**config.mk**
```make
export PLATFORM = sky130hd
export DESIGN_NAME = fetch_sequencer
export DESIGN_NICKNAME = d
export VERILOG_FILES = /design/src/rtl/fetch_pkg.sv /design/src/rtl/fetch_skid_buffer.sv /design/src/rtl/fetch_sequencer.sv
export SDC_FILE = /design/constraint.sdc
export NUM_CORES = 1
export LEC_CHECK = 0
export CORE_MARGIN = 3
export CORE_UTILIZATION = 40
export CTS_CLUSTER_SIZE = 24
export DETAILED_ROUTE_END_ITERATION = 8
export MAX_ROUTING_LAYER = met4
export PLACE_DENSITY_LB_ADDON = 0.05
export SYNTH_ARGS = -nofsm -noshare
export SYNTH_HDL_FRONTEND = slang
export SYNTH_SLANG_ARGS = --single-unit
```
**constraint.sdc**
```tcl
create_clock -name clk -period 2.9 [get_ports clk]
set_input_delay 0.29 -clock clk [delete_from_list [all_inputs] [get_ports clk]]
set_output_delay 0.29 -clock clk [all_outputs]
set_load 0.02 [all_outputs]
```
**src/rtl/fetch_pkg.sv**
```systemverilog
// -----------------------------------------------------------------------------
// fetch_pkg
// Shared definitions for the MIPS fetch stage: default address/data widths,
// the default reset program counter and the layout of one buffered fetch entry.
// No ports (package).
// -----------------------------------------------------------------------------
package fetch_pkg;

    localparam int unsigned FETCH_ADDR_W   = 4;
    localparam int unsigned FETCH_DATA_W   = 32;
    localparam int unsigned FETCH_RESET_PC = 0;

    // One returned instruction word together with the address it was read from.
    // Modules parameterised away from the default widths declare a local
    // equivalent with the same field order.
    typedef struct packed {
        logic [FETCH_DATA_W-1:0] instr;
        logic [FETCH_ADDR_W-1:0] pc;
    } fetch_entry_t;

endpackage

```
**src/rtl/fetch_skid_buffer.sv**
```systemverilog
// -----------------------------------------------------------------------------
// fetch_skid_buffer
// Two-entry in-order buffer between the instruction RAM return path and decode.
// Entry 0 is always the head, so the head outputs come straight from a register
// and do not move while the consumer stalls.
//
// Ports:
//   clk_i         clock, rising edge
//   rst_ni        asynchronous active-low reset
//   push_i        write {push_instr_i, push_pc_i} behind the current contents
//   push_instr_i  instruction word to store
//   push_pc_i     address the word was fetched from
//   pop_i         consume the head entry (ignored when empty)
//   flush_i       discard everything (wins over a same-cycle push)
//   head_instr_o  head instruction
//   head_pc_o     head address
//   occ_o         number of valid entries, 0..2
// -----------------------------------------------------------------------------
module fetch_skid_buffer
    import fetch_pkg::*;
#(
    parameter int unsigned ADDR_W = FETCH_ADDR_W,
    parameter int unsigned DATA_W = FETCH_DATA_W
) (
    input  logic              clk_i,
    input  logic              rst_ni,
    input  logic              push_i,
    input  logic [DATA_W-1:0] push_instr_i,
    input  logic [ADDR_W-1:0] push_pc_i,
    input  logic              pop_i,
    input  logic              flush_i,
    output logic [DATA_W-1:0] head_instr_o,
    output logic [ADDR_W-1:0] head_pc_o,
    output logic [1:0]        occ_o
);

    typedef struct packed {
        logic [DATA_W-1:0] instr;
        logic [ADDR_W-1:0] pc;
    } entry_t;

    entry_t     ent0_q, ent0_d;
    entry_t     ent1_q, ent1_d;
    logic [1:0] occ_q, occ_d;
    logic       do_pop;
    logic [1:0] occ_after_pop;

    always_comb begin
        ent0_d        = ent0_q;
        ent1_d        = ent1_q;
        do_pop        = pop_i && (occ_q != 2'd0);
        occ_after_pop = occ_q - {1'b0, do_pop};

        if (do_pop) begin
            ent0_d = ent1_q;
        end

        // The new word lands in the first free slot left after the pop. The
        // sequencer never pushes into a full buffer, so slot 1 is the last one.
        if (push_i) begin
            if (occ_after_pop == 2'd0) begin
                ent0_d.instr = push_instr_i;
                ent0_d.pc    = push_pc_i;
            end else begin
                ent1_d.instr = push_instr_i;
                ent1_d.pc    = push_pc_i;
            end
        end

        occ_d = flush_i ? 2'd0 : (occ_after_pop + {1'b0, push_i});
    end

    always_ff @(posedge clk_i or negedge rst_ni) begin
        if (!rst_ni) begin
            ent0_q <= '0;
            ent1_q <= '0;
            occ_q  <= 2'd0;
        end else begin
            ent0_q <= ent0_d;
            ent1_q <= ent1_d;
            occ_q  <= occ_d;
        end
    end

    assign head_instr_o = ent0_q.instr;
    assign head_pc_o    = ent0_q.pc;
    assign occ_o        = occ_q;

endmodule

```
**src/rtl/fetch_sequencer.sv**
```systemverilog
// -----------------------------------------------------------------------------
// fetch_sequencer
// Program-counter sequencer and instruction-RAM read controller for the fetch
// stage. Issues at most one read per cycle to a synchronous RAM (1-cycle
// latency), buffers returned words in a 2-entry skid buffer and hands them to
// decode over valid/ready. A jump redirects the PC, flushes the buffer and
// squashes any read still returning.
//
// Build option: define FETCH_HALT_EN to add the halt input, which blocks new
// reads while letting buffered/in-flight words drain. Without it the halt port
// does not exist and fetching is never halted.
//
// Ports:
//   clk          clock, rising edge
//   reset        asynchronous active-low reset
//   jump_en      one-cycle jump request, highest priority
//   jump_addr    jump target, sampled with jump_en
//   mem_addr     RAM read address (the registered fetch PC)
//   mem_re       RAM read enable (combinational issue decision)
//   mem_rdata    RAM data, valid the cycle after mem_re
//   instruction  head-of-buffer instruction
//   instr_valid  instruction/pc/pc_next are valid
//   instr_ready  decode accepts the head this cycle
//   pc           address of the head instruction
//   pc_next      pc + 1, wrapping at 2^ADDR_W
//   halt         (FETCH_HALT_EN only) block new reads
// -----------------------------------------------------------------------------
module fetch_sequencer
    import fetch_pkg::*;
#(
    parameter int unsigned       ADDR_W   = FETCH_ADDR_W,
    parameter int unsigned       DATA_W   = FETCH_DATA_W,
    parameter logic [ADDR_W-1:0] RESET_PC = ADDR_W'(FETCH_RESET_PC)
) (
    input  logic              clk,
    input  logic              reset,
    input  logic              jump_en,
    input  logic [ADDR_W-1:0] jump_addr,
    output logic [ADDR_W-1:0] mem_addr,
    output logic              mem_re,
    input  logic [DATA_W-1:0] mem_rdata,
    output logic [DATA_W-1:0] instruction,
    output logic              instr_valid,
    input  logic              instr_ready,
    output logic [ADDR_W-1:0] pc,
    output logic [ADDR_W-1:0] pc_next
`ifdef FETCH_HALT_EN
    ,
    input  logic              halt
`endif
);

    logic halt_w;
`ifdef FETCH_HALT_EN
    assign halt_w = halt;
`else
    assign halt_w = 1'b0;
`endif

    logic [ADDR_W-1:0] fetch_pc_q, fetch_pc_d;
    logic              inflight_q, inflight_d;
    logic [ADDR_W-1:0] inflight_pc_q, inflight_pc_d;
    logic              inflight_stale_q, inflight_stale_d;

    logic [1:0]        occ;
    logic [DATA_W-1:0] head_instr;
    logic [ADDR_W-1:0] head_pc;
    logic              pop;
    logic              push;
    logic              issue;
    logic [2:0]        committed;

    assign pop = instr_valid & instr_ready;

    // Slots already spoken for once this cycle's pop is taken: buffered words
    // plus the word returning now. A new read is only issued if its data is
    // guaranteed a slot, which is what keeps the buffer from ever overflowing.
    assign committed = {1'b0, occ} + {2'b00, inflight_q} - {2'b00, pop};

    // Held low during reset so the RAM sees no read while the PC is cleared.
    assign issue = reset & ~jump_en & ~halt_w & (committed < 3'd2);

    assign push = inflight_q & ~inflight_stale_q;

    always_comb begin
        fetch_pc_d    = fetch_pc_q;
        inflight_pc_d = inflight_pc_q;
        inflight_d    = issue;
        // Any read that returns in the cycle after a jump belongs to the old
        // instruction stream; tag it so it can never reach the buffer.
        inflight_stale_d = jump_en;

        if (jump_en) begin
            fetch_pc_d = jump_addr;
        end else if (issue) begin
            inflight_pc_d = fetch_pc_q;
            fetch_pc_d    = fetch_pc_q + ADDR_W'(1);
        end
    end

    always_ff @(posedge clk or negedge reset) begin
        if (!reset) begin
            fetch_pc_q       <= RESET_PC;
            inflight_q       <= 1'b0;
            inflight_pc_q    <= '0;
            inflight_stale_q <= 1'b0;
        end else begin
            fetch_pc_q       <= fetch_pc_d;
            inflight_q       <= inflight_d;
            inflight_pc_q    <= inflight_pc_d;
            inflight_stale_q <= inflight_stale_d;
        end
    end

    // A jump flushes after the same-cycle pop and push, so a word returning in
    // the jump cycle is dropped and a consumed head still counts as consumed.
    fetch_skid_buffer #(
        .ADDR_W (ADDR_W),
        .DATA_W (DATA_W)
    ) u_skid (
        .clk_i        (clk),
        .rst_ni       (reset),
        .push_i       (push),
        .push_instr_i (mem_rdata),
        .push_pc_i    (inflight_pc_q),
        .pop_i        (pop),
        .flush_i      (jump_en),
        .head_instr_o (head_instr),
        .head_pc_o    (head_pc),
        .occ_o        (occ)
    );

    assign mem_re      = issue;
    assign mem_addr    = fetch_pc_q;
    assign instr_valid = (occ != 2'd0);
    assign instruction = head_instr;
    assign pc          = head_pc;
    assign pc_next     = head_pc + ADDR_W'(1);

endmodule

```
==> summary.md <==
| Metric | Value |
|---|---|
| Status | `completed` |
| Unrepaired setup endpoints after global routing | `false` |
| Number of cells on the worst reg-to-reg path | `10` |
| Logic pwr share | `44.2%` |
| Seq pwr share | `36.3%` |
| Initial antenna violation count | `0` |
| Area growth syn-to-layout | `34.1%` |
| Mean Syn Cell Area | `12.4 um^2` |
| Nets | `433` |
| Final Wtd Congestion | `0.775` |
| Highest clock rate | `365 MHz` |
| Leak Pwr | `2.29 nW` |
| CP endpoint kind | `output port` |
| Die height | `102 um` |
| Prevailing post-synth register cell | `dfrtp_1` |
| Mapped Cells | `296` |
| Die width | `102 um` |
| Internal power | `0.00369 W` |
| First-pass GRT wire length | `12.0 mm` |
| Worst-Margin Slew | `664 ps` |
| Slew headroom | `55.7%` |
| Number of remaining DRC errors | `0` |
| Netlist cell types | `29` |
| Worst Skew | `7.09 ps` |
| Flops & latches, synth | `84` |
| Die Area | `10,400 um^2` |
| Register area share after synthesis | `57.2%` |
| Number of buffers added for setup after CTS | `0` |
| GR Overflow Total | `0` |
| Commonest cells after routing, fill and taps aside | `dfrtp_1 (84), clkdlybuf4s50_1 (83), nand2_1 (42)` |
| Worst Setup Path Type | `reg2out` |
| Commonest non-fill, non-tap cell in the layout | `dfrtp_1` |
| Syn_nets | `342` |
| Pre-Repair DR Iteration Count | `4` |
| CTS tree | `yes` |
| Final Cell Area | `4930 um^2` |
| Number of synthesized flops with an enable pin | `0` |
| Sw power | `0.00191 W` |
| Final WL | `7.38 mm` |
| N_diodes | `0` |
| Worst-Skew Late Latency | `340 ps` |
| Final core utilization | `56.0%` |
| Detail Placement HPWL | `4.94 mm` |
| Share of cells above drive strength 1 | `18.6%` |
| Critical Path RT | `2610 ps` |
| Endpoints failing setup | `0` |
| Routed vias | `2,476` |
| Clock Root Buffer | `clkbuf_8` |
| Max Buffers Root-to-Sink | `2` |
| Num CTS Buffers | `9` |
| Share of flip-flops with an asynchronous set or reset | `100%` |
| Placement Setup Slack | `-75.6 ps` |
| Vias in the first global route | `2,423` |
| Crit path launch type | `flop` |
| Total global-route track usage | `15.2%` |
| Crit Path Max Fanout | `2` |
| Final WS setup | `159 ps` |
| Core area | `8810 um^2` |
| Port bufs | `85` |
| Final Hold Fails | `0` |
| Mapped Area | `3680 um^2` |
| Final ANT Viol Nets | `0` |
| Clk network pwr share | `19.4%` |
| Initial Util | `41.7%` |
| Pin count of the biggest net entering global routing | `49` |
| Pins Over Slew Limit | `0` |
| H-tree levels | `3` |
| Post-DR wirelength/cell | `14.8 um` |
| Clock sinks | `84` |
| Sw Ratio | `34.1%` |
| IO Count | `86` |
| Vias per inst | `4.95` |
| Maximum vdd drop | `0.824 mV` |
| Worst-path clk slew | `80 ps` |
| Initial drt markers | `75` |
| Setup TNS | `0 ps` |
| Part of the cycle the worst path needs | `94.5%` |
| Minimum clock period | `2740 ps` |
| Fill cells | `729` |
| YS warnings | `0` |
| Hold crit path type | `in2async` |
| Worst path arrival time | `2450 ps` |
| # rows | `34` |
| Power density over cell area | `1140 nW/um^2` |
| Area after DPL | `4670 um^2` |
| Max_cap viols | `0` |
[area by class of cell]
cell class	instances	area [um^2]	area share (%)
flip-flops and latches	84	2100	42.6
multi-input cells	186	1460	29.5
clock buffers	12	145	2.94
repair buffers	97	938	19.0
well taps	108	135	2.74
clock inverters	4	120	2.44
inverters	9	33.8	0.685
[through the flow]
step	hold slack (ps)	cells	power, W
CTS	42.9	500	0.00568
floorplan	-5.59	296	0.00356
global route	60.6	500	0.00599
finish	47.0	500	0.00560
detailed placement	421	484	0.00458
global placement	422	484	0.00452
[cells in the mapped netlist, types with 2 or more instances]
master	number	area, um^2
ha_1	5	62.6
inv_1	9	33.8
clkbuf_1	4	15.0
buf_2	5	25.0
buf_4	5	37.5
or4_1	3	22.5
dfrtp_1	84	2100
o31ai_1	2	15.0
nor2_1	4	15.0
xnor2_1	2	17.5
nand3_1	2	10.0
o21ai_1	6	30.0
mux2i_1	36	360
mux2_2	40	450
o21ai_0	31	155
buf_6	3	33.8
nand2_1	42	158
a31oi_1	2	12.5
[power by group through the flow]
stage	Combinational, W	Clock [W]	Sequential, W
floorplan	0.00127	0	0.00229
global placement	0.00247	0	0.00205
detailed placement	0.00252	0	0.00206
CTS	0.00252	0.00112	0.00204
global route	0.00272	0.00116	0.00211
finish	0.00248	0.00109	0.00204
[registers in the layout, indices dropped and copies added (netlist names)]
signal,cells
inflight_pc_q,4
inflight_q,1
inflight_stale_q,1
mem_addr,4
u_skid.ent1_q,36
u_skid.head_instr_o,32
u_skid.head_pc_o,4
u_skid.occ_o,2
[final timing paths]
check	start	to	slack [ps]
min in group clk	reset	inflight_q$_DFF_PN0_	440
max in group asynchronous	reset	u_skid.head_instr_o[28]$_DFF_PN0_	1870
max	u_skid.occ_o[1]$_DFF_PN0_	mem_re	160
min	reset	u_skid.ent1_q[5]$_DFFE_PN0P_	50
min reg2reg	inflight_pc_q[2]$_DFFE_PN0P_	u_skid.head_pc_o[2]$_DFF_PN0_	510
max reg2reg	u_skid.occ_o[1]$_DFF_PN0_	mem_addr[3]$_DFFE_PN0P_	380
[metal layers]
metal / wire length, um / track usage [%] / vias to the layer above
met4: 60 / 3.94 / 0
met1: 3680 / 21.1 / 1203
met3: 356 / 3.89 / 6
met2: 3280 / 22.5 / 55
li1: - / - / 1212
met5: 0 / - / -
[what timing repair did]
| action | 4_1_cts | 5_1_grt |
|---|---|---|
| cloned | 0 | 0 |
| hold buffers | 0 | 0 |
| gates resized for setup | 1 | 1 |
| endpoints found under the setup margin | 1 | 1 |
[kinds of logic after synthesis]
family / share of synthesized area (%)
multiplexers: 22.1
buffers and inverters: 3.95
AND/OR/NAND/NOR: 6.98
flip-flops: 57.2
adder cells (fa/ha/maj): 2.25
XOR/XNOR: 1.16
AO/OA/AOI/OAI: 6.43
[critical path: stages (launching register included)]
cell	delay, ps
dfrtp_1	410
o21ai_4	150
inv_1	50
ha_1	280
inv_1	80
nand2_1	60
fa_1	400
xor2_2	180
nor3_4	180
clkdlybuf4s15_1	320
Note: power is estimated with default switching activity, not from simulation.
